### src/rtl/stage_writeback_if.sv
// Memory-to-writeback stage bus: M-stage slot inputs, pipeline control,
// and the writeback outputs driven back toward the register file.
interface stage_writeback_if #(
  parameter int CNT_W = 32
);
  // Memory-stage slot
  logic             valid_M;
  logic             regwrite_M;
  logic             memtoreg_M;
  logic [2:0]       loadtype_M;
  logic [1:0]       byteoff_M;
  logic [31:0]      aluout_M;
  logic [31:0]      readdata_M;
  logic [4:0]       writereg_M;
  // Pipeline control for the MEM/WB register
  logic             stall_W;
  logic             flush_W;
  // Writeback results
  logic             regwrite_WB;
  logic [31:0]      result_WB;
  logic [4:0]       writereg_WB;
  logic             valid_WB;
  logic             misaligned_WB;
  logic [CNT_W-1:0] retired;

  // Upstream pipeline side: drives the slot and control, observes writeback.
  modport master (
    output valid_M, regwrite_M, memtoreg_M, loadtype_M, byteoff_M,
           aluout_M, readdata_M, writereg_M, stall_W, flush_W,
    input  regwrite_WB, result_WB, writereg_WB, valid_WB, misaligned_WB,
           retired
  );

  // Writeback stage side.
  modport slave (
    input  valid_M, regwrite_M, memtoreg_M, loadtype_M, byteoff_M,
           aluout_M, readdata_M, writereg_M, stall_W, flush_W,
    output regwrite_WB, result_WB, writereg_WB, valid_WB, misaligned_WB,
           retired
  );
endinterface

### src/rtl/stage_writeback.sv
// Writeback stage: one MEM/WB pipeline register with stall/flush control,
// big-endian load extraction, alignment checking and a retirement counter.
// Load extraction and the write-enable qualification are evaluated on the
// M-side inputs and captured, so every WB output comes straight from a flop
// while still appearing exactly one cycle after its M inputs.
module stage_writeback #(
  parameter int CNT_W = 32
) (
  input  logic              clk,
  input  logic              reset,
  stage_writeback_if.slave  bus
);

  localparam logic [2:0] LT_LW  = 3'b000;
  localparam logic [2:0] LT_LH  = 3'b001;
  localparam logic [2:0] LT_LHU = 3'b010;
  localparam logic [2:0] LT_LB  = 3'b011;
  localparam logic [2:0] LT_LBU = 3'b100;

  // Big-endian sub-word selection with sign or zero extension.
  // Unlisted load codes fall back to a full-word load.
  function automatic logic [31:0] extract_load(
    input logic [2:0]  ltype,
    input logic [1:0]  off,
    input logic [31:0] word
  );
    logic [7:0]  byte_sel;
    logic [15:0] half_sel;
    logic [31:0] res;
    case (off)
      2'd0:    byte_sel = word[31:24];
      2'd1:    byte_sel = word[23:16];
      2'd2:    byte_sel = word[15:8];
      default: byte_sel = word[7:0];
    endcase
    half_sel = off[1] ? word[15:0] : word[31:16];
    case (ltype)
      LT_LH:   res = {{16{half_sel[15]}}, half_sel};
      LT_LHU:  res = {16'h0000, half_sel};
      LT_LB:   res = {{24{byte_sel[7]}}, byte_sel};
      LT_LBU:  res = {24'h00_0000, byte_sel};
      default: res = word;
    endcase
    return res;
  endfunction

  // Alignment rule by access size; byte loads can never be misaligned.
  function automatic logic illegal_align(
    input logic [2:0] ltype,
    input logic [1:0] off
  );
    logic bad;
    case (ltype)
      LT_LH, LT_LHU: bad = off[0];
      LT_LB, LT_LBU: bad = 1'b0;
      default:       bad = (off != 2'd0);
    endcase
    return bad;
  endfunction

  // Next-state values for the pipeline register
  logic        misaligned_s;
  logic        regwrite_s;
  logic [31:0] result_s;

  // MEM/WB register contents
  logic             valid_r;
  logic             regwrite_r;
  logic             misaligned_r;
  logic [31:0]      result_r;
  logic [4:0]       writereg_r;
  logic [CNT_W-1:0] retired_r;

  // Qualify the incoming slot: result mux, alignment check, write enable.
  always_comb begin
    misaligned_s = 1'b0;
    regwrite_s   = 1'b0;
    result_s     = 32'h0000_0000;
    misaligned_s = bus.valid_M & bus.memtoreg_M
                 & illegal_align(bus.loadtype_M, bus.byteoff_M);
    if (bus.memtoreg_M) begin
      result_s = extract_load(bus.loadtype_M, bus.byteoff_M, bus.readdata_M);
    end else begin
      result_s = bus.aluout_M;
    end
    // Register zero is hardwired; a misaligned load never writes.
    regwrite_s = bus.valid_M & bus.regwrite_M
               & (bus.writereg_M != 5'd0) & ~misaligned_s;
  end

  // MEM/WB register: flush squashes the slot, stall holds, otherwise load.
  always_ff @(posedge clk or negedge reset) begin
    if (!reset) begin
      valid_r      <= 1'b0;
      regwrite_r   <= 1'b0;
      misaligned_r <= 1'b0;
      result_r     <= 32'h0000_0000;
      writereg_r   <= 5'd0;
    end else if (bus.flush_W) begin
      // Squashed slot: its qualifiers must drop with valid.
      valid_r      <= 1'b0;
      regwrite_r   <= 1'b0;
      misaligned_r <= 1'b0;
      result_r     <= result_s;
      writereg_r   <= bus.writereg_M;
    end else if (bus.stall_W) begin
      valid_r      <= valid_r;
      regwrite_r   <= regwrite_r;
      misaligned_r <= misaligned_r;
      result_r     <= result_r;
      writereg_r   <= writereg_r;
    end else begin
      valid_r      <= bus.valid_M;
      regwrite_r   <= regwrite_s;
      misaligned_r <= misaligned_s;
      result_r     <= result_s;
      writereg_r   <= bus.writereg_M;
    end
  end

  // Retirement counter: a live slot counts on the edge that moves it out,
  // so a stalled slot counts once on release and a reset discards it.
  always_ff @(posedge clk or negedge reset) begin
    if (!reset) begin
      retired_r <= {CNT_W{1'b0}};
    end else if (valid_r && !bus.stall_W) begin
      retired_r <= retired_r + {{(CNT_W-1){1'b0}}, 1'b1};
    end else begin
      retired_r <= retired_r;
    end
  end

  assign bus.valid_WB      = valid_r;
  assign bus.regwrite_WB   = regwrite_r;
  assign bus.misaligned_WB = misaligned_r;
  assign bus.result_WB     = result_r;
  assign bus.writereg_WB   = writereg_r;
  assign bus.retired       = retired_r;

endmodule

### src/flat_wrapper.sv
// flat-port wrapper written by rule: the top's interface ports become plain ports
module stage_writeback_flat 
#(
  parameter int CNT_W = 32
)
  (clk, reset, bus_valid_M, bus_regwrite_M, bus_memtoreg_M, bus_loadtype_M, bus_byteoff_M, bus_aluout_M, bus_readdata_M, bus_writereg_M, bus_stall_W, bus_flush_W, bus_regwrite_WB, bus_result_WB, bus_writereg_WB, bus_valid_WB, bus_misaligned_WB, bus_retired);
  stage_writeback_if #(.CNT_W(CNT_W)) bus_i ();
  input  logic clk;
  input  logic reset;
  input wire logic [$bits(bus_i.valid_M)-1:0] bus_valid_M;
  input wire logic [$bits(bus_i.regwrite_M)-1:0] bus_regwrite_M;
  input wire logic [$bits(bus_i.memtoreg_M)-1:0] bus_memtoreg_M;
  input wire logic [$bits(bus_i.loadtype_M)-1:0] bus_loadtype_M;
  input wire logic [$bits(bus_i.byteoff_M)-1:0] bus_byteoff_M;
  input wire logic [$bits(bus_i.aluout_M)-1:0] bus_aluout_M;
  input wire logic [$bits(bus_i.readdata_M)-1:0] bus_readdata_M;
  input wire logic [$bits(bus_i.writereg_M)-1:0] bus_writereg_M;
  input wire logic [$bits(bus_i.stall_W)-1:0] bus_stall_W;
  input wire logic [$bits(bus_i.flush_W)-1:0] bus_flush_W;
  output wire logic [$bits(bus_i.regwrite_WB)-1:0] bus_regwrite_WB;
  output wire logic [$bits(bus_i.result_WB)-1:0] bus_result_WB;
  output wire logic [$bits(bus_i.writereg_WB)-1:0] bus_writereg_WB;
  output wire logic [$bits(bus_i.valid_WB)-1:0] bus_valid_WB;
  output wire logic [$bits(bus_i.misaligned_WB)-1:0] bus_misaligned_WB;
  output wire logic [$bits(bus_i.retired)-1:0] bus_retired;
  assign bus_i.valid_M = bus_valid_M;
  assign bus_i.regwrite_M = bus_regwrite_M;
  assign bus_i.memtoreg_M = bus_memtoreg_M;
  assign bus_i.loadtype_M = bus_loadtype_M;
  assign bus_i.byteoff_M = bus_byteoff_M;
  assign bus_i.aluout_M = bus_aluout_M;
  assign bus_i.readdata_M = bus_readdata_M;
  assign bus_i.writereg_M = bus_writereg_M;
  assign bus_i.stall_W = bus_stall_W;
  assign bus_i.flush_W = bus_flush_W;
  assign bus_regwrite_WB = bus_i.regwrite_WB;
  assign bus_result_WB = bus_i.result_WB;
  assign bus_writereg_WB = bus_i.writereg_WB;
  assign bus_valid_WB = bus_i.valid_WB;
  assign bus_misaligned_WB = bus_i.misaligned_WB;
  assign bus_retired = bus_i.retired;
  stage_writeback #(.CNT_W(CNT_W)) u_core (.clk(clk), .reset(reset), .bus(bus_i));
endmodule
### config.mk
export PLATFORM = sky130hd
export DESIGN_NAME = stage_writeback_flat
export DESIGN_NICKNAME = d
export VERILOG_FILES = /design/src/rtl/stage_writeback_if.sv /design/src/rtl/stage_writeback.sv /design/src/flat_wrapper.sv
export SDC_FILE = /design/constraint.sdc
export NUM_CORES = 1
export LEC_CHECK = 0
export CORE_AREA = 4 4 97 99
export DETAILED_ROUTE_END_ITERATION = 8
export DIE_AREA = 0 0 101 103
export DONT_BUFFER_PORTS = 1
export GPL_TIMING_DRIVEN = 0
export PLACE_DENSITY_LB_ADDON = 0.12
export SLEW_MARGIN = 5
export SYNTH_ARGS = -nofsm -noshare
export SYNTH_HDL_FRONTEND = slang
export SYNTH_SLANG_ARGS = --single-unit
### constraint.sdc
create_clock -name clk -period 3.8 [get_ports clk]
set_input_delay 0.76 -clock clk [delete_from_list [all_inputs] [get_ports clk]]
set_output_delay 0.76 -clock clk [all_outputs]
set_load 0.05 [all_outputs]
==> impl_metrics.env <==
export IMPL_run_status="completed"
export IMPL_cp_max_fo=10
export IMPL_finalPower_uw=2160
export IMPL_grt_antenna_before_repair=0
export IMPL_finalMaxSlewViolations=0
export IMPL_syn_avg_cell_area_um2=9.27
export IMPL_grt_max_degree=73
export IMPL_period_minus_slack_ns=2.36
export IMPL_cp_arrival_ns=2.62
export IMPL_rsz0062_at_grt="false"
export IMPL_final_antenna_net_count=0
export IMPL_cts_resized=0
export IMPL_yosysTopAreaCellShare_pct=44.0
export IMPL_synth_area_leader_cell="dfrtp_1"
export IMPL_slew_headroom_pct=40.5
export IMPL_async_flop_share_pct=100
export IMPL_netlist_area_um2=4100
export IMPL_required_ns=4.06
export IMPL_cp_start_kind="register"
export IMPL_synthSimpleGateAreaFrac_pct=21.4
export IMPL_fin_tns_setup_ns=0
export IMPL_cts_root_buf="clkbuf_8"
export IMPL_path_cells="ha_1 -> nand4b_1 -> nor4_4 -> nor4b_2 -> xor2_1"
export IMPL_num_fill_cells=793
export IMPL_max_freq_mhz=423
export IMPL_dp_hpwl_um=8940
export IMPL_numPortBuffers=0
export IMPL_postSynthCellCount=442
export IMPL_syn_to_final_growth_pct=9.50
export IMPL_cts_made_buffers=9
export IMPL_grt_pass1_wl_um=18500
export IMPL_cts_buffer_depth=2
export IMPL_cts_setup_buffers=0
export IMPL_first_pass_iters=4
export IMPL_synth_area_leaders="dfrtp_1 (44%), o21ai_0 (5.1%), nand2_1 (4.9%)"
export IMPL_ys_flop_type="dfrtp_1"
export IMPL_dieArea_um2=10400
export IMPL_die_h_um=103
export IMPL_io_pins=153
export IMPL_layout_drive_gt1_share_pct=8.73
export IMPL_cap_violations=0
export IMPL_synthMuxAreaShare_pct=5.10
export IMPL_rows=34
export IMPL_synthTopCellsByCount="dfrtp_1 (72), nand2_1 (53), o21ai_0 (42), a21oi_1 (25), or3_1 (24)"
export IMPL_placeableCoreArea_um2=8550
export IMPL_fin_crit_sh_pct=62.2
export IMPL_yosysMostFrequentCell="dfrtp_1"
export IMPL_gp_congestion=0.952
export IMPL_cts_tree="yes"
export IMPL_setup_violations=0
export IMPL_dp_cells=550
export IMPL_wl_met3_um=1190
export IMPL_num_vias=3471
export IMPL_regArea_um2=1800
export IMPL_hold_path_class="in2async"
export IMPL_postCtsHoldBufs=0
export IMPL_worstMarginPinSlew_ns=0.890
export IMPL_synth_compound_area_share_pct=18.1
export IMPL_layout_cells_non_filler=566
export IMPL_synth_xor_area_share_pct=6.84
export IMPL_worstSetupPathType="reg2reg"
export IMPL_grt_pass1_vias=3373
export IMPL_htree_num_levels=3
export IMPL_synth_edf_count=0
export IMPL_antenna_cells=0
export IMPL_syn_num_nets=524
export IMPL_ys_types=51
export IMPL_final_util_pct=52.5
export IMPL_p_leak_uw=0.00187
export IMPL_end_kind="register"
export IMPL_via_per_inst=6.13
export IMPL_clock_skew_ns=0.00914
export IMPL_drtIter0Drc=143
export IMPL_synth_top_family_by_area="simple AND/OR/NAND/NOR gates"
export IMPL_yosysSeqAreaShare_pct=44.0
export IMPL_hold_violations=0
export IMPL_cp_slowest_cell="dfrtp_1"
export IMPL_clk_pin_slew_ns=0.08
export IMPL_nets=535
export IMPL_initial_core_util_pct=47.9
export IMPL_wl_met2_um=5650
export IMPL_powerDensity_nw_per_um2=482
export IMPL_grt_total_usage_pct=23.0
export IMPL_grt_overflow_total=0
export IMPL_cp_slowest_stage_delay_ns=0.72
export IMPL_wl_met1_um=4870
export IMPL_routed_wl_um=12000
export IMPL_clock_sinks=72
export IMPL_wl_per_cell_um=21.1
export IMPL_multi_input_area_um2=2130
export IMPL_topRoutingLayerUsed="met4"
export IMPL_vdd_drop_max_v=0.000239
export IMPL_yosys_warnings=0
export IMPL_worstSkewPairLatency_ns=0.34
export IMPL_synthAdderAreaFrac_pct=0.550
export IMPL_ys_ff_latch=72
export IMPL_die_w_um=101
export IMPL_remaining_drc_errors=0
[stage by stage]
stage,hold slack [ns],area [µm²],setup WS [ns]
final,0.104,4490,1.44
after global routing,0.0683,4490,1.26
after CTS,0.0718,4490,1.41
after detailed placement,0.466,4230,1.39
after global placement,0.466,4230,1.41
after floorplan,0.464,4100,1.61
[path summary, 6_finish.rpt]
kind                                              to  slack [ns]                      start  cells after the start
hold reg to reg            u_core.bus.writereg_WB[3]        0.77  u_core.bus.writereg_WB[3]                      2
setup / recovery              u_core.bus.retired[30]        1.44      u_core.bus.retired[0]                      5
min in group clk            u_core.bus.misaligned_WB        0.47                bus_flush_W                      1
setup reg to reg              u_core.bus.retired[30]        1.44      u_core.bus.retired[0]                      5
hold / removal                u_core.bus.retired[20]        0.10                      reset                      0
max in group asynchronous    u_core.bus.result_WB[1]        3.54                      reset                      0
[metal layers]
metal	GRT usage, %	up-vias
met4	9.30	0
li1	-	1639
met2	36.4	179
met5	0	-
met3	7.44	18
met1	29.3	1635
[power by group]
part           switching, µW  internal (µW)
clock                    299            475
combinational            134           99.3
sequential               323            830
total                    757           1400
[registers in the layout (all words and copies together), names as in the netlist]
name,cells
u_core.bus.retired,32
u_core.bus.writereg_WB,5
u_core.bus.misaligned_WB,1
u_core.bus.regwrite_WB,1
u_core.bus.result_WB,32
u_core.bus.valid_WB,1
[worst max-delay path, delay by kind of cell, from the launching register on]
family	cells	cell delay, ns
adder cells (fa/ha/maj)	1	0.29
flip-flops	1	0.72
XOR/XNOR	1	0.16
AND/OR/NAND/NOR	3	1.10
[final cells by class]
type / count / share of cell area, %
plain buffers: 29 / 3.04
clock buffers: 12 / 3.46
clock inverters: 4 / 2.20
inverters: 8 / 0.669
multi-input cells: 333 / 47.5
flip-flops and latches: 72 / 40.2
well taps: 108 / 3.01
[placed cells by master, fill, tap and decap left out, types with 11 or more instances in the layout]
cell type / n
dfrtp_1: 72
nand2_1: 53
o21ai_0: 42
a21oi_1: 25
or3_1: 24
clkbuf_1: 22
xnor2_1: 16
xor2_1: 16
nor2_1: 15
o211ai_1: 14
nor3_1: 12
nand3_1: 11
clkbuf_8: 11
[cells by family (layout without fill, tap and decap cells)]
family                     Yosys count  in the layout
xor gates and xnor gates            32             32
DFF                                 72             72
and+or+nand+nor                    162            162
muxes                               18             18
buffers and inverters               37             53
AOI/OAI and AO/OA                  119            119
adders and majority gates            2              2
No activity file was read; power rests on OpenSTA's default activity.
